===== src/rtl/sys_bus_pkg.sv =====
// Shared types and default widths for the system-bus initiator.
// Latency: n/a (types and constants only).
// Backpressure: n/a.
package sys_bus_pkg;

   localparam int SYS_AW = 32;
   localparam int SYS_DW = 32;

   // One transaction in flight at a time walks IDLE -> ISSUE -> WAIT -> RESP.
   typedef enum logic [1:0] {
      IDLE  = 2'd0,
      ISSUE = 2'd1,
      WAIT  = 2'd2,
      RESP  = 2'd3
   } state_t;

   typedef struct packed {
      logic                  we;
      logic [SYS_AW-1:0]     addr;
      logic [SYS_DW-1:0]     wdata;
      logic [SYS_DW/8-1:0]   sel;
   } cmd_t;

   typedef struct packed {
      logic [SYS_DW-1:0]     rdata;
      logic                  err;
      logic                  tmo;
   } rsp_t;

endpackage


===== src/rtl/sys_bus_tmo_cnt.sv =====
// Watchdog counter: counts enabled cycles after a clear and flags the LIMIT-th one.
// Latency: expired is combinational in the cycle whose count would reach LIMIT.
// Backpressure: none; clr has priority over en.
module sys_bus_tmo_cnt #(
   parameter int W     = 8,
   parameter int LIMIT = 64
) (
   input  logic clk,
   input  logic rst,
   input  logic clr,
   input  logic en,
   output logic expired
);

   logic [W-1:0] cnt;

   // Count enabled cycles since the last clear.
   always_ff @(posedge clk or posedge rst) begin
      if (rst) begin
         cnt <= '0;
      end else if (clr) begin
         cnt <= '0;
      end else if (en) begin
         cnt <= cnt + W'(1);
      end
   end

   // The current enabled cycle is the LIMIT-th one since the clear.
   assign expired = en && (cnt == W'(LIMIT - 1));

endmodule


===== src/rtl/sys_bus_initiator.sv =====
// Single-outstanding master: valid/ready command -> one sys_wen/sys_ren strobe -> valid/ready response.
// Latency: strobe 1 cycle after accept, response 1 cycle after ack (4-cycle turn with a 1-cycle responder).
// Backpressure: cmd_ready_o low from accept until the response is consumed; response held while rsp_ready_i low.
// Build option SYS_BUS_INIT_TIMEOUT_EN adds a watchdog that ends WAIT after TMO_CYC cycles with err=1, tmo=1.
module sys_bus_initiator
   import sys_bus_pkg::*;
#(
   parameter int AW      = SYS_AW,
   parameter int DW      = SYS_DW,
   parameter int TMO_W   = 8,
   parameter int TMO_CYC = 64
) (
   input  logic            clk_i,
   input  logic            rst_i,
   input  logic            cmd_valid_i,
   output logic            cmd_ready_o,
   input  logic            cmd_we_i,
   input  logic [AW-1:0]   cmd_addr_i,
   input  logic [DW-1:0]   cmd_wdata_i,
   input  logic [DW/8-1:0] cmd_sel_i,
   output logic            rsp_valid_o,
   input  logic            rsp_ready_i,
   output logic [DW-1:0]   rsp_rdata_o,
   output logic            rsp_err_o,
   output logic            rsp_tmo_o,
   output logic [AW-1:0]   sys_addr_o,
   output logic [DW-1:0]   sys_wdata_o,
   output logic [DW/8-1:0] sys_sel_o,
   output logic            sys_wen_o,
   output logic            sys_ren_o,
   input  logic [DW-1:0]   sys_rdata_i,
   input  logic            sys_err_i,
   input  logic            sys_ack_i
);

   state_t            state, state_nxt;
   logic              rdy_en;
   logic              we_q;
   logic [AW-1:0]     addr_q;
   logic [DW-1:0]     wdata_q;
   logic [DW/8-1:0]   sel_q;
   logic [DW-1:0]     rdata_q;
   logic              err_q;
   logic              cmd_acc;
   logic              bus_done;
   logic              tmo_hit;
   logic              wait_end;

   assign cmd_ready_o = (state == IDLE) && rdy_en;
   assign cmd_acc     = cmd_ready_o && cmd_valid_i;
   // Responder returns only count while waiting; stray or late acks are dropped.
   assign bus_done    = (state == WAIT) && (sys_ack_i || sys_err_i);
   assign wait_end    = bus_done || tmo_hit;

`ifdef SYS_BUS_INIT_TIMEOUT_EN
   logic tmo_exp;
   logic tmo_q;

   sys_bus_tmo_cnt #(
      .W     (TMO_W),
      .LIMIT (TMO_CYC)
   ) u_tmo_cnt (
      .clk     (clk_i),
      .rst     (rst_i),
      .clr     (state == ISSUE),
      .en      (state == WAIT),
      .expired (tmo_exp)
   );

   // An ack or err in the expiry cycle wins over the watchdog.
   assign tmo_hit = tmo_exp && !(sys_ack_i || sys_err_i);

   // Remember whether the transaction ended by watchdog.
   always_ff @(posedge clk_i or posedge rst_i) begin
      if (rst_i) begin
         tmo_q <= 1'b0;
      end else if (wait_end) begin
         tmo_q <= tmo_hit;
      end
   end

   assign rsp_tmo_o = tmo_q;
`else
   assign tmo_hit   = 1'b0;
   assign rsp_tmo_o = 1'b0;
`endif

   // Hold cmd_ready_o low until the first clock edge after reset is released.
   always_ff @(posedge clk_i or posedge rst_i) begin
      if (rst_i) begin
         rdy_en <= 1'b0;
      end else begin
         rdy_en <= 1'b1;
      end
   end

   // State register.
   always_ff @(posedge clk_i or posedge rst_i) begin
      if (rst_i) begin
         state <= IDLE;
      end else begin
         state <= state_nxt;
      end
   end

   // Next-state: one strobe cycle, then wait for the responder, then hand off the response.
   always_comb begin
      state_nxt = state;
      case (state)
         IDLE:    if (cmd_acc)     state_nxt = ISSUE;
         ISSUE:                    state_nxt = WAIT;
         WAIT:    if (wait_end)    state_nxt = RESP;
         RESP:    if (rsp_ready_i) state_nxt = IDLE;
         default:                  state_nxt = IDLE;
      endcase
   end

   // Latch the command on accept; the bus request fields stay put until the next accept.
   always_ff @(posedge clk_i or posedge rst_i) begin
      if (rst_i) begin
         we_q    <= 1'b0;
         addr_q  <= '0;
         wdata_q <= '0;
         sel_q   <= '0;
      end else if (cmd_acc) begin
         we_q    <= cmd_we_i;
         addr_q  <= cmd_addr_i;
         wdata_q <= cmd_wdata_i;
         sel_q   <= cmd_sel_i;
      end
   end

   // Capture the outcome when WAIT ends; read data only for acked reads.
   always_ff @(posedge clk_i or posedge rst_i) begin
      if (rst_i) begin
         rdata_q <= '0;
         err_q   <= 1'b0;
      end else if (wait_end) begin
         rdata_q <= (sys_ack_i && !we_q) ? sys_rdata_i : '0;
         err_q   <= sys_err_i || tmo_hit;
      end
   end

   assign sys_wen_o   = (state == ISSUE) && we_q;
   assign sys_ren_o   = (state == ISSUE) && !we_q;
   assign sys_addr_o  = addr_q;
   assign sys_wdata_o = wdata_q;
   assign sys_sel_o   = sel_q;
   assign rsp_valid_o = (state == RESP);
   assign rsp_rdata_o = rdata_q;
   assign rsp_err_o   = err_q;

endmodule


===== config.mk =====
export PLATFORM = sky130hd
export DESIGN_NAME = sys_bus_initiator
export DESIGN_NICKNAME = d
export VERILOG_FILES = /design/src/rtl/sys_bus_pkg.sv /design/src/rtl/sys_bus_tmo_cnt.sv /design/src/rtl/sys_bus_initiator.sv
export SDC_FILE = /design/constraint.sdc
export NUM_CORES = 1
export LEC_CHECK = 0
export ABC_AREA = 1
export BUFFER_PORTS_ARGS = -buffer_cell sky130_fd_sc_hd__buf_4
export CAP_MARGIN = 30
export CORE_UTILIZATION = 41
export CTS_CLUSTER_DIAMETER = 60
export DETAILED_ROUTE_END_ITERATION = 7
export PLACE_DENSITY = 0.87
export SYNTH_ARGS = -nofsm -noshare
export SYNTH_HDL_FRONTEND = slang
export SYNTH_SLANG_ARGS = --single-unit

===== constraint.sdc =====
create_clock -name clk_i -period 3 [get_ports clk_i]
set_input_delay 0.45 -clock clk_i [delete_from_list [all_inputs] [get_ports clk_i]]
set_output_delay 0.45 -clock clk_i [all_outputs]
set_load 0.02 [all_outputs]

==> run summary <==
Run status: finished, final reports clean
Number of DRC markers in iteration 0: 251
Clock sinks: 105
Buffers from clock root to sink, at most: 2
Gate count of the mapped netlist: 476
Cell row count: 36
Effective utilization at floorplan: 0.4311
Total global routing overflow: 0
Top Ports: 213
Layout net count: 781
Antenna violations before repair: 0
Setup Viol. Count Final: 0
Share of layout cells above drive strength 1: 0.3492
Vias in the first global route: 3890
Placer Congestion: 0.7487
Nature of the critical path endpoint: flip-flop
Final sum of negative setup slack: 0 ns
Share of synthesized area occupied by flip-flops and latches: 0.6122
Total Routed Length: 11230 um
Resized cells post-CTS: 0
Critical-path maximum fanout: 70
Post-layout minimum cycle time: 2.105 ns
Insertion delay to the later sink of the worst-skew pair: 0.35 ns
Reg clk slew, reported paths: 0.10 ns
Internal power of the cells: 0.003611 W
Crit path launch type: flip-flop
Depth of the CTS H-tree: 3
Power Density: 1010 nW/um^2
Post-CTS repair timing setup buffer count: 0
Die outline width: 104.3 um
Share of total power in combinational logic: 0.473
Sequential group share of total power: 0.388
Vertical die dimension: 104.3 um
Length in cells of the worst reg-to-reg path: 7
Yosys warning count: 0
Number of hold-repair buffers added at the cts stage: 0
Slew at the pin with the worst max-slew slack: 0.8792 ns
Relative slew margins: 0.4126
Number of distinct library cells after synthesis: 19
GRT Overall Usage: 0.2101
Final ANT Viol Nets: 0
Peak clock frequency supported by timing: 475.0 MHz
Final Hold Viols: 0
Max Transition Viols Final: 0
Switching power of the nets: 0.002555 W
Arrival time of the worst setup path: 2.33 ns
Switching power as a share of total power: 0.4144
Die ar.: 10880 um^2
Worst hold slack after final layout: 0.2671 ns
Commonest cells after routing, fill and taps aside: buf_4 (214), nand2_1 (211), dfrtp_1 (105), nand3_1 (71), o21ai_0 (27)
DRC Markers: 0
Worst-case vdd ir drop: 516.8 uV
Global-route wire length before repair: 18550 um
CTS Root Buffer Type: clkbuf_8
Worst min-delay path class: primary input to asynchronous set/reset pin
Count of port buffers added during placement: 211
Estimated wirelength of the detail-placed design: 8000 um
Most frequent standard cell in the layout excluding fill and tap cells: buf_4
Number of detailed-route iterations in the first pass: 4
Final routed wire length divided by cell count: 13.94 um
Clock tree from TritonCTS: built
Inserted Clock Buffers: 9
Pin count of the biggest net entering global routing: 71
Number of maximum-capacitance constraint violations: 0
Layout-stage area growth over the synthesis result: 42.22%
Critical path required time: 3.23 ns
Net count of the mapped netlist: 588
Number of vias per cell: 4.845
CORE AREA: 9955 um^2
Clock Power Share: 0.139
Synthesized area divided by synthesized cell count: 9.016 um^2
Layout Skew: 0.01799 ns
Number of vias in the routed layout: 3905
Start-to-end type of the worst setup path: flip-flop to flip-flop
Unrepaired setup endpoints after global routing: false
Cell leakage power: 3.340 nW
Post-synth design cell area: 4292 um^2
Period Utilization, post-route: 0.7017
#FFs+latches synth: 105
Core occupancy in the finished layout: 0.6131
Antenna diode count: 0
-- area by class of cell --
cell class | count | area [um^2]
clock inverter | 4 | 53.80
sequential | 105 | 2628
timing repair buffer | 215 | 1627
fill | 853 | 3851
tap | 133 | 166.4
inverter | 9 | 37.54
multi-input combinational | 329 | 1450
clock buffer | 11 | 141.4
-- power by group through the flow --
stage	combinational (W)	sequential, W	clock [W]
floorplan	0.000965	0.00307	0
global placement	0.00286	0.00238	0
detailed placement	0.00295	0.00240	0
CTS	0.00295	0.00239	0.000887
global route	0.00318	0.00246	0.000949
finish	0.00292	0.00239	0.000856
-- routing by layer --
layer	routed length, um	track usage	vias to the layer above	part of all wire
met5	0	0	-	0
met1	4591	0.2593	1843	0.41
met3	660	0.04198	19	0.059
met4	204	0.07143	0	0.018
li1	-	-	1889	-
met2	5776	0.3657	154	0.51
-- final timing paths --
path	end	from	slack, ns
max	state[0]	state[1]	0.89
min	rsp_rdata_o[29]	rst_i	0.27
max reg2reg	state[0]	state[1]	0.89
min reg2reg	sys_addr_o[3]	sys_addr_o[3]	0.49
max in group asynchronous	state[1]	rst_i	1.92
min in group clk_i	sys_wdata_o[24]	cmd_wdata_i[24]	0.31
-- registers in the layout, indices dropped and copies added (netlist names) --
register	cells
rdy_en	1
rsp_err_o	1
rsp_rdata_o	32
state	2
sys_addr_o	32
sys_sel_o	4
sys_wdata_o	32
we_q	1
-- cell usage after synthesis, drive strengths merged --
library cell,instances,share of area
clkbuf,3,0.0026
ha,5,0.015
buf,30,0.042
inv,9,0.0079
or2,1,0.0015
dfrtp,105,0.61
nor2,2,0.0035
o21ai,34,0.040
nand3,72,0.087
conb,2,0.0017
nand4,2,0.0029
nand2,211,0.18
-- stage by stage --
stage | total power, W | setup slack [ns] | instance area (um^2) | std cells
final | 0.006166 | 0.8949 | 6103 | 806
after global routing | 0.006588 | 0.6434 | 6103 | 806
after CTS | 0.006227 | 0.8594 | 6103 | 806
after detailed placement | 0.005350 | 0.8726 | 5908 | 791
after global placement | 0.005238 | 1.034 | 5908 | 791
after floorplan | 0.004032 | 1.290 | 4295 | 476
-- cells by family (layout without fill, tap and decap cells) --
family | Yosys count | in the layout | synth area share
AND/OR/NAND/NOR | 288 | 288 | 0.2793
flip-flops | 105 | 105 | 0.6122
buffers and inverters | 42 | 239 | 0.05248
AO/OA/AOI/OAI | 34 | 34 | 0.03965
adder cells (fa/ha/maj) | 5 | 5 | 0.01458
other | 2 | 2 | 0.001750
-- critical path, cell delays in order, from the launching register on --
cell     delay [ns]
dfrtp_1        0.43
inv_1          0.12
ha_1           0.25
nand3_4        0.59
nand2_1        0.33
nand3_1        0.13
nand2_1        0.08
nand2_1        0.06
Power figures use the tool's default switching activity.
